**src/rtl/axis_rr_arbiter.sv**
```systemverilog
// Round-robin AXI-Stream arbiter: NIN requesters share one registered
// output stream, each granted up to BURST words before rotation.
module axis_rr_arbiter #(
  parameter  int DWIDTH = 32,
  parameter  int NIN    = 2,
  parameter  int BURST  = 4,
  localparam int IDW    = (NIN > 1) ? $clog2(NIN) : 1,
  localparam int CW     = $clog2(BURST + 1)
) (
  input  logic                  clk,
  input  logic                  rst,
  input  logic [NIN*DWIDTH-1:0] s_din_tdata,
  input  logic [NIN-1:0]        s_din_tvalid,
  output logic [NIN-1:0]        s_din_tready,
  output logic [DWIDTH-1:0]     m_dout_tdata,
  output logic [IDW-1:0]        m_dout_tid,
  output logic                  m_dout_tvalid,
  input  logic                  m_dout_tready
);

  typedef enum logic {IDLE, GRANT} state_t;

  state_t            state, state_n;
  logic [IDW-1:0]    gnt, gnt_n;
  logic [IDW-1:0]    ptr, ptr_n;
  logic [IDW-1:0]    pick, gnt_inc, scan;
  logic [CW-1:0]     cnt, cnt_n;
  logic              accept, xfer, found, sel_valid;
  logic [DWIDTH-1:0] sel_data;

  assign accept  = !m_dout_tvalid || m_dout_tready;
  assign gnt_inc = (gnt == IDW'(NIN - 1)) ? '0 : gnt + IDW'(1);
  assign xfer    = rst && (state == GRANT) && accept && sel_valid;

  always_comb begin
    sel_valid = 1'b0;
    sel_data  = '0;
    for (int i = 0; i < NIN; i++) begin
      if (gnt == IDW'(i)) begin
        sel_valid = s_din_tvalid[i];
        sel_data  = s_din_tdata[i*DWIDTH +: DWIDTH];
      end
    end
  end

  always_comb begin
    s_din_tready = '0;
    for (int i = 0; i < NIN; i++) begin
      s_din_tready[i] = rst && (state == GRANT)
                        && accept && (gnt == IDW'(i));
    end
  end

  // Rotating search starting at ptr; wrap is explicit for any NIN.
  always_comb begin
    found = 1'b0;
    pick  = ptr;
    scan  = ptr;
    for (int k = 0; k < NIN; k++) begin
      for (int j = 0; j < NIN; j++) begin
        if (!found && scan == IDW'(j) && s_din_tvalid[j]) begin
          found = 1'b1;
          pick  = scan;
        end
      end
      scan = (scan == IDW'(NIN - 1)) ? '0 : scan + IDW'(1);
    end
  end

  always_comb begin
    state_n = state;
    gnt_n   = gnt;
    ptr_n   = ptr;
    cnt_n   = cnt;
    unique case (state)
      IDLE: begin
        if (found) begin
          gnt_n   = pick;
          cnt_n   = '0;
          state_n = GRANT;
        end
      end
      GRANT: begin
        if (xfer) begin
          cnt_n = cnt + CW'(1);
          if (cnt + CW'(1) == CW'(BURST)) begin
            state_n = IDLE;
            ptr_n   = gnt_inc;
          end
        end else if (accept) begin
          state_n = IDLE;
          ptr_n   = gnt_inc;
        end
      end
      default: state_n = IDLE;
    endcase
  end

  always_ff @(posedge clk) begin
    if (!rst) begin
      state <= IDLE;
      gnt   <= '0;
      ptr   <= '0;
      cnt   <= '0;
    end else begin
      state <= state_n;
      gnt   <= gnt_n;
      ptr   <= ptr_n;
      cnt   <= cnt_n;
    end
  end

  always_ff @(posedge clk) begin
    if (!rst) begin
      m_dout_tvalid <= 1'b0;
      m_dout_tdata  <= '0;
      m_dout_tid    <= '0;
    end else if (xfer) begin
      m_dout_tvalid <= 1'b1;
      m_dout_tdata  <= sel_data;
      m_dout_tid    <= gnt;
    end else if (accept) begin
      m_dout_tvalid <= 1'b0;
    end
  end

endmodule

```
**config.mk**
```make
export PLATFORM = sky130hd
export DESIGN_NAME = axis_rr_arbiter
export DESIGN_NICKNAME = d
export VERILOG_FILES = /design/src/rtl/axis_rr_arbiter.sv
export SDC_FILE = /design/constraint.sdc
export NUM_CORES = 1
export LEC_CHECK = 0
export BUFFER_PORTS_ARGS = -buffer_cell sky130_fd_sc_hd__clkbuf_2
export CAP_MARGIN = 20
export CORE_MARGIN = 4
export CORE_UTILIZATION = 43
export DETAILED_ROUTE_END_ITERATION = 16
export PLACE_DENSITY = 0.76
export SLEW_MARGIN = 10
export SYNTH_ARGS = -nofsm -noshare
export SYNTH_HDL_FRONTEND = slang
export SYNTH_SLANG_ARGS = --single-unit
```
**constraint.sdc**
```tcl
create_clock -name clk -period 2.4 [get_ports clk]
set_input_delay 0.48 -clock clk [delete_from_list [all_inputs] [get_ports clk]]
set_output_delay 0.48 -clock clk [all_outputs]
set_load 0.01 [all_outputs]
```
==> impl_metrics.yaml, run 1 <==
grt:
  grt_overflow: 0
  grt_max_degree: 43
  grt_pass1_wl_mm: 7.35
  track_usage_pct: 14.9
  antenna_found_initial: 0
  grt_pass1_vias: 1774
yosys:
  netlist_instances: 224
  synth_xor_area_share_pct: 0
  ys_ff_latch: 40
  syn-num-nets: 295
  synth_edf_count: 0
  synth-compound-area-share_pct: 4.01
  syn-cell-area_um2: 2090
  ys_warn_count: 0
  synth-adder-area-share_pct: 1.20
  synth.top_cell.area_share_pct: 38.3
  synth_simple_gate_area_share_pct: 15.4
  syn_area_per_cell_um2: 9.34
  yosysSeqAreaShare_pct: 38.3
  synth_top_family_by_area: "multiplexers"
  ys.flop_type: "dfxtp_1"
  synth_mux_area_share_pct: 34.7
  async_reset_ff_share_pct: 0
  synth_top_cell_by_area: "dfxtp_1"
  ys_types: 26
  netlist_top_cells_area: "dfxtp_1 38%, mux2_2 17%, mux2i_1 17%"
routing:
  drtIter0Drc: 45
  vias: 1872
  ant_nets: 0
  drt_first_pass_iters: 4
  drt_drc_violations_left: 0
  viasPerCell: 4.81
  totalWireLength_mm: 4.53
  avgRoutedWirePerCell_um: 11.6
sta:
  worst_pin_slew_ps: 511
  drv_slew: 0
  tns_ps: 0
  period_share_pct: 79.5
  rsz0062_at_grt: "false"
  finalHoldViolations: 0
  max_freq_mhz: 524
  hold_ws_ps: 456
  fin_skew_ps: 6.20
  slew_headroom_pct: 65.9
  min_period_ps: 1910
  finalSetupViolCount: 0
cells_and_area:
  multiInputGateArea_um2: 1160
  mostFrequentLayoutCell: "clkbuf_2"
  nNetsFinal: 393
  seqCellArea_um2: 801
  fill_cells: 454
  mostFrequentLayoutCells: "104 x clkbuf_2, 65 x nand2_1, 40 x dfxtp_1"
  layout-drive-gt1-share_pct: 46.6
  syn_to_final_growth_pct: 30.1
  finish.instance_area_um2: 2720
  n_antenna_cell: 0
  final_core_util_pct: 57.6
floorplanning:
  core_area_um2: 4720
  pin_count: 105
  dieArea_um2: 6050
  fp.dieH_um: 77.8
  start_util_pct: 44.3
  row_count: 25
  fp.dieW_um: 77.8
cts:
  cts_root_buf: "clkbuf_8"
  clock_latency_ps: 280
  post_cts_buffers: 0
  cts.clk_slew.worst_paths_ps: 70
  cts_tree: "built"
  htree_levels: 2
  cts_resized: 0
  cts_made_buffers: 5
  cts.sinks: 40
  cts_hold_buf: 0
  clockBufferDepth: 2
setup_path:
  cp.required_ps: 1920
  critPathMaxFanout: 37
  worstPathArrival_ps: 1430
  r2r_slack_ps: 790
  crit_type: "register to output port"
  critPathCaptureType: "output port"
  cp-start-kind: "register"
status:
  status: "finished clean"
placement:
  placedInstanceArea_um2: 2640
  placement.io_buffers: 104
  dpl.hpwl_mm: 3.41
  gp_congestion: 0.759
job:
  maxCapViolCount: 0
worst_hold_path:
  hold_path.class: "register to register"
pwr:
  vdd_drop_max_mv: 0.239
  p_per_area_nw_per_um2: 534
  p_leak_nw: 1.44
[final timing paths]
path                         from               to  cells after the start
setup reg to reg    m_dout_tvalid  m_dout_tdata[3]                      4
setup / recovery              gnt  s_din_tready[1]                      4
hold / removal    m_dout_tdata[5]  m_dout_tdata[5]                      2
hold reg to reg   m_dout_tdata[5]  m_dout_tdata[5]                      2
[area by class of cell]
| cell class | count | share of cell area [%] |
|---|---|---|
| Sequential cell | 40 | 29.4 |
| Clock buffer | 6 | 2.67 |
| Tap cell | 67 | 3.08 |
| Multi-Input combinational cell | 161 | 42.5 |
| Inverter | 5 | 0.690 |
| Timing Repair Buffer | 109 | 21.4 |
| Clock inverter | 1 | 0.184 |
[where the power goes]
| part | switching [mW] | internal [mW] |
|---|---|---|
| combinational | 0.147 | 0.172 |
| sequential | 0.0251 | 0.705 |
| clock | 0.206 | 0.197 |
[stage by stage]
step                power [mW]  setup WS, ps  std cells
floorplan                0.954           707        224
global placement          1.06           550        382
detailed placement        1.07           494        382
CTS                       1.48           466        389
global route              1.55           333        389
finish                    1.45           492        389
[sequential cells by signal, indices dropped and copies added (netlist names)]
register	flops
ptr	1
m_dout_tvalid	1
cnt	3
gnt	1
m_dout_tid	1
state	1
m_dout_tdata	32
[layer usage]
metal	wire length, um	vias to the layer above	track usage [%]
met2	2240	73	27.1
met5	0	-	0
li1	-	946	-
met1	1890	847	16.2
met3	330	6	4.52
met4	66	0	5.34
[synth_stat cells (3+ instances only)]
| library cell | number |
|---|---|
| dfxtp_1 | 40 |
| buf_6 | 4 |
| mux2_2 | 32 |
| nand2b_1 | 4 |
| clkbuf_1 | 7 |
| inv_1 | 5 |
| nor2_1 | 3 |
| mux2i_1 | 35 |
| buf_4 | 4 |
| nand2_1 | 65 |
| nand3_1 | 4 |
[kinds of logic (layout without fill, tap and decap cells)]
group / count (synthesis) / count (layout)
compound gates: 12 / 12
mux: 68 / 68
simple gates: 79 / 79
buf+inv: 23 / 121
flops: 40 / 40
fa+ha+maj: 2 / 2
[worst max-delay path, stage by stage, from the launching register on]
cell	delay (ps)
dfxtp_1	350
buf_4	430
inv_1	110
nor2_1	110
clkbuf_2	130
(Power assumes the default switching activity.)
==> inputs of run 2 (changes only) <==
- ABC_AREA: unset -> 1
- PLACE_DENSITY: 0.76 -> 0.77
- clock period: 2.4 -> 1.9 ns (I/O delays scaled with it)
==> run 2 against run 1 <==
Effect of this change:
- clock skew decreased by 2.9 ps
- worst setup slack got worse by 310 ps
- sequential share of layout area increased by 1.3 points
- flip-flop and latch count unchanged
- die area decreased by 3.8%
- combinational power increased by 22%
- non-clock buffer count increased by 1
- largest cell class unchanged
==> impl_metrics.yaml, run 2 <==
placement:
  placedInstanceArea_um2: 2530
  placement.io_buffers: 104
  gp_congestion: 0.790
  dpl.hpwl_mm: 3.73
grt:
  grt_overflow: 0
  top_usage_layer: "met2"
  antenna_found_initial: 0
  track_usage_pct: 17.0
  grtUsageMet3_pct: 4.49
  grt_pass1_vias: 2030
  grt_max_degree: 38
  grt_pass1_wl_mm: 8.57
  grtUsageMet1_pct: 20.2
  grtUsageMet2_pct: 31.4
setup_path:
  critPathMaxStageDelay_ps: 440
  r2r-start: "state"
  path_depth: 4
  cp-start-kind: "register"
  critPathMaxFanout: 33
  reg2regPathDepth: 7
  crit_slowest_cell: "dfxtp_1"
  crit_chain: "inv_4, buf_4, nor2_1, clkbuf_2"
  critPathCaptureType: "output port"
  crit_type: "register to output port"
  cp-startpoint: "gnt"
  cp_num_buf_inv: 3
  worstPathArrival_ps: 1340
  cp.required_ps: 1520
  crit_family: "buffers and inverters"
floorplanning:
  fp.dieW_um: 76.3
  dieArea_um2: 5810
  row_count: 24
  pin_count: 105
  start_util_pct: 45.1
  core_area_um2: 4440
  fp.dieH_um: 76.3
routing:
  ant_nets: 0
  vias: 2098
  totalWireLength_mm: 4.99
  viasPerCell: 4.62
  drt_drc_violations_left: 0
  drtIter0Drc: 100
  avgRoutedWirePerCell_um: 11.0
  drt_first_pass_iters: 4
cells_and_area:
  regMostFlops: "m_dout_tdata"
  n_antenna_cell: 0
  multiInputGateArea_um2: 1020
  reg.largest.list: "m_dout_tdata x32, cnt x3"
  mostFrequentLayoutCell: "nand2_1"
  seqCellArea_um2: 801
  largest_reg_flops: 32
  syn_to_final_growth_pct: 30.0
  finish.instance_area_um2: 2610
  fill_cells: 460
  nNetsFinal: 473
  layout-drive-gt1-share_pct: 33.8
  mostFrequentLayoutCells: "106 x nand2_1, 104 x clkbuf_2, 72 x nor2_1"
  final_core_util_pct: 58.6
sta:
  worst_pin_slew_ps: 396
  slew_headroom_pct: 73.6
  drv_slew: 0
  finalHoldViolations: 0
  period_share_pct: 90.6
  max_freq_mhz: 581
  rsz0062_at_grt: "false"
  min_period_ps: 1720
  tns_ps: 0
  fin_skew_ps: 3.29
  finalSetupViolCount: 0
yosys:
  ys_types: 23
  synth-compound-area-share_pct: 13.0
  synth.most_common_cell: "nand2_1"
  synth_mux_area_share_pct: 0
  synth_xor_area_share_pct: 0
  ys_top_cells_by_count: "106 x nand2_1, 72 x nor2_1, 40 x dfxtp_1, 18 x o21ai_1, 12 x inv_1"
  syn-cell-area_um2: 2000
  synth_simple_gate_area_share_pct: 36.5
  netlist_instances: 303
  async_reset_ff_share_pct: 0
  netlist_top_cells_area: "dfxtp_1 40%, nand2_1 20%, nor2_1 13%"
  ys_warn_count: 0
  ys.flop_type: "dfxtp_1"
  yosysSeqAreaShare_pct: 40.0
  synth_top_family_by_area: "simple AND/OR/NAND/NOR gates"
  syn_area_per_cell_um2: 6.61
  synth.top_cell.area_share_pct: 40.0
  synth-adder-area-share_pct: 1.25
  syn-num-nets: 374
  synth_edf_count: 0
  ys_ff_latch: 40
  synth_top_cell_by_area: "dfxtp_1"
cts:
  post_cts_buffers: 0
  cts_root_buf: "clkbuf_8"
  cts.clk_slew.worst_paths_ps: 70
  cts_made_buffers: 5
  htree_levels: 2
  clock_latency_ps: 280
  cts.sinks: 40
  cts_hold_buf: 0
  cts_resized: 0
  clockBufferDepth: 2
  cts_tree: "built"
status:
  status: "finished clean"
pwr:
  vdd_drop_max_mv: 0.366
  seq_power_share_pct: 50.4
  p_leak_nw: 1.40
  pwr-share-clk_pct: 28.1
  power_mw: 1.81
  internal_power_mw: 1.30
  switching_power_mw: 0.510
  swShare_pct: 28.1
  pwr-share-comb_pct: 21.5
  p_per_area_nw_per_um2: 696
worst_hold_path:
  whs_path_depth: 3
  hold_path.class: "input port to register"
  min_from: "s_din_tvalid[1]"
job:
  maxCapViolCount: 0
[run 2: cell families (layout without fill, tap and decap cells)]
kind of cell	count (synthesis)	after routing
AO/OA/AOI/OAI	41	41
adder cells (fa/ha/maj)	2	2
buffers and inverters	32	131
flip-flops	40	40
AND/OR/NAND/NOR	188	188
[run 2: per-layer routing]
layer  vias up  wire [um]
li1       1129          -
met1       897       2200
met2        69       2420
met3         3        350
met4         0         17
met5         -          0
[run 2: path summary, 6_finish.rpt]
path	endpoint	slack (ps)
max	s_din_tready[1]	180
min	m_dout_tid	400
max reg2reg	m_dout_tdata[28]	420
min reg2reg	cnt[0]	460
[run 2: power by group through the flow]
stage / clock network (mW) / registers, mW / logic, mW
floorplan: 0 / 0.947 / 0.230
global placement: 0 / 0.932 / 0.383
detailed placement: 0 / 0.933 / 0.394
CTS: 0.529 / 0.914 / 0.395
global route: 0.561 / 0.919 / 0.448
finish: 0.510 / 0.914 / 0.389
[run 2: layout make-up]
class,count,share of cell area [%]
clock buffer,6,2.79
sequential,40,30.7
clock inverter,1,0.192
inverter,14,2.11
multi-input combinational,231,39.0
tap,52,2.50
timing repair buffer,110,22.7
[run 2: per-stage QoR]
stage / hold WS [ps] / setup WS (ps) / cells
floorplan: 429 / 638 / 303
global placement: 446 / 469 / 447
detailed placement: 449 / 400 / 447
CTS: 388 / 167 / 454
global route: 425 / 79.4 / 454
finish: 401 / 178 / 454
[run 2: worst register-to-register path: stages, from the launching register on]
cell	delay, ps
dfxtp_1	450
nand2_2	110
a21oi_4	150
nand2_2	100
inv_2	270
buf_12	200
nor2_1	50
nor2_1	90
==> inputs of run 3 (changes only) <==
- GPL_TIMING_DRIVEN: unset -> 0
- RECOVER_POWER: unset -> 25
- SLEW_MARGIN: 10 -> 20
==> run 3 against run 2 <==
Effect of this change:
- core utilization grew 1.9 points
- maximum frequency rose by 0.85%
- clock-buffer cell count is 1 higher
- register-to-register slack improved by 70 ps
- sequential power hardly changed
==> impl_metrics.yaml, run 3 (same netlist as run 2, synthesis figures left out) <==
grt:
  grtUsageMet2_pct: 31.3
  top_usage_layer: "met2"
  track_usage_pct: 17.7
  antenna_found_initial: 0
  grt_pass1_vias: 1993
  grt_pass1_wl_mm: 8.67
  grtUsageMet3_pct: 5.44
  grtUsageMet1_pct: 21.3
  grt_max_degree: 13
  grt_overflow: 0
cts:
  cts.clk_slew.worst_paths_ps: 80
  cts_made_buffers: 5
  htree_levels: 2
  clock_latency_ps: 290
  cts.sinks: 40
  cts_root_buf: "clkbuf_8"
  post_cts_buffers: 0
  cts_resized: 0
  cts_hold_buf: 0
  clockBufferDepth: 2
  cts_tree: "built"
setup_path:
  cp.required_ps: 1520
  critPathCaptureType: "output port"
  crit_type: "register to output port"
  cp-start-kind: "register"
  worstPathArrival_ps: 1330
  critPathMaxFanout: 10
sta:
  slew_headroom_pct: 68.7
  finalHoldViolations: 0
  worst_pin_slew_ps: 469
  tns_ps: 0
  fin_skew_ps: 3.24
  drv_slew: 0
  max_freq_mhz: 586
  rsz0062_at_grt: "false"
  finalSetupViolCount: 0
  period_share_pct: 89.9
  min_period_ps: 1710
routing:
  vias: 2146
  viasPerCell: 4.61
  drt_drc_violations_left: 0
  drt_first_pass_iters: 4
  ant_nets: 0
  totalWireLength_mm: 5.07
  drtIter0Drc: 87
  avgRoutedWirePerCell_um: 10.9
cells_and_area:
  nNetsFinal: 484
  syn_to_final_growth_pct: 34.2
  layout-drive-gt1-share_pct: 30.0
  fin_cells: 466
  finish.instance_area_um2: 2690
  mostFrequentLayoutCells: "106 x nand2_1, 85 x clkbuf_2, 72 x nor2_1"
  n_antenna_cell: 0
  reg.largest.list: "m_dout_tdata x32, cnt x3"
  regMostFlops: "m_dout_tdata"
  mostFrequentLayoutCell: "nand2_1"
  largest_reg_flops: 32
placement:
  dpl.hpwl_mm: 3.90
  gp_congestion: 0.787
  placedInstanceArea_um2: 2590
  dp_cells: 459
  placement.io_buffers: 104
job:
  maxCapViolCount: 0
status:
  status: "finished clean"
floorplanning:
  fp.dieH_um: 76.3
  dieArea_um2: 5810
  start_util_pct: 45.1
  fp.dieW_um: 76.3
  core_area_um2: 4440
  pin_count: 105
  row_count: 24
pwr:
  power_mw: 2.06
  vdd_drop_max_mv: 0.412
  p_leak_nw: 1.39
  p_per_area_nw_per_um2: 766
worst_hold_path:
  hold_path.class: "input port to register"
## run 3: cell types whose count changed in the layout (fill, tap and decap cells not counted), moves of 3 or more
cell | previous run | this run
buf_6 | 0 | 8
clkbuf_2 | 104 | 85
clkbuf_1 | 1 | 25
buf_2 | 0 | 3
buf_4 | 4 | 0
## run 3: critical path: stages (launching register included)
cell	delay [ps]
dfxtp_1	330
buf_6	140
clkbuf_1	340
nor2_1	90
clkbuf_2	140
## run 3: path summary, 6_finish.rpt
path / start / end / slack (ps) / cells after the start
min reg2reg: cnt[0] / cnt[0] / 470 / 1
max reg2reg: gnt / m_dout_tdata[19] / 490 / 9
min: s_din_tvalid[1] / m_dout_tid / 390 / 3
max: gnt / s_din_tready[0] / 190 / 4
## run 3: layer usage
layer | routed length [um] | share of wire, %
met5 | 0 | 0
met4 | 29 | 0.57
met3 | 398 | 7.9
met2 | 2380 | 47
met1 | 2260 | 45
## run 3: layout make-up
| cell class | instances | area, um2 |
|---|---|---|
| Fill cell | 459 | 1760 |
| Multi-Input combinational cell | 231 | 1020 |
| Sequential cell | 40 | 801 |
| Timing Repair Buffer | 104 | 497 |
| Buffer | 17 | 128 |
| Clock buffer | 7 | 96.3 |
| Tap cell | 52 | 65.1 |
| Inverter | 14 | 55.1 |
| Clock inverter | 1 | 30.0 |
## run 3: where the power goes
group / switching (mW) / total (mW) / internal [mW] / leakage [nW]
Combinational: 0.226 / 0.397 / 0.170 / 0.998
Clock: 0.288 / 0.751 / 0.463 / 0.0645
Sequential: 0.0265 / 0.911 / 0.885 / 0.326
## run 3: stage by stage
stage | hold WS [ps] | worst slack, ps | utilization, %
after floorplan | 429 | 638 | -
after global placement | 445 | 357 | 58.2
after detailed placement | 454 | 342 | 58.2
after CTS | 379 | 27.7 | 61.1
after global routing | 385 | 83.7 | 60.5
final | 393 | 193 | 60.5
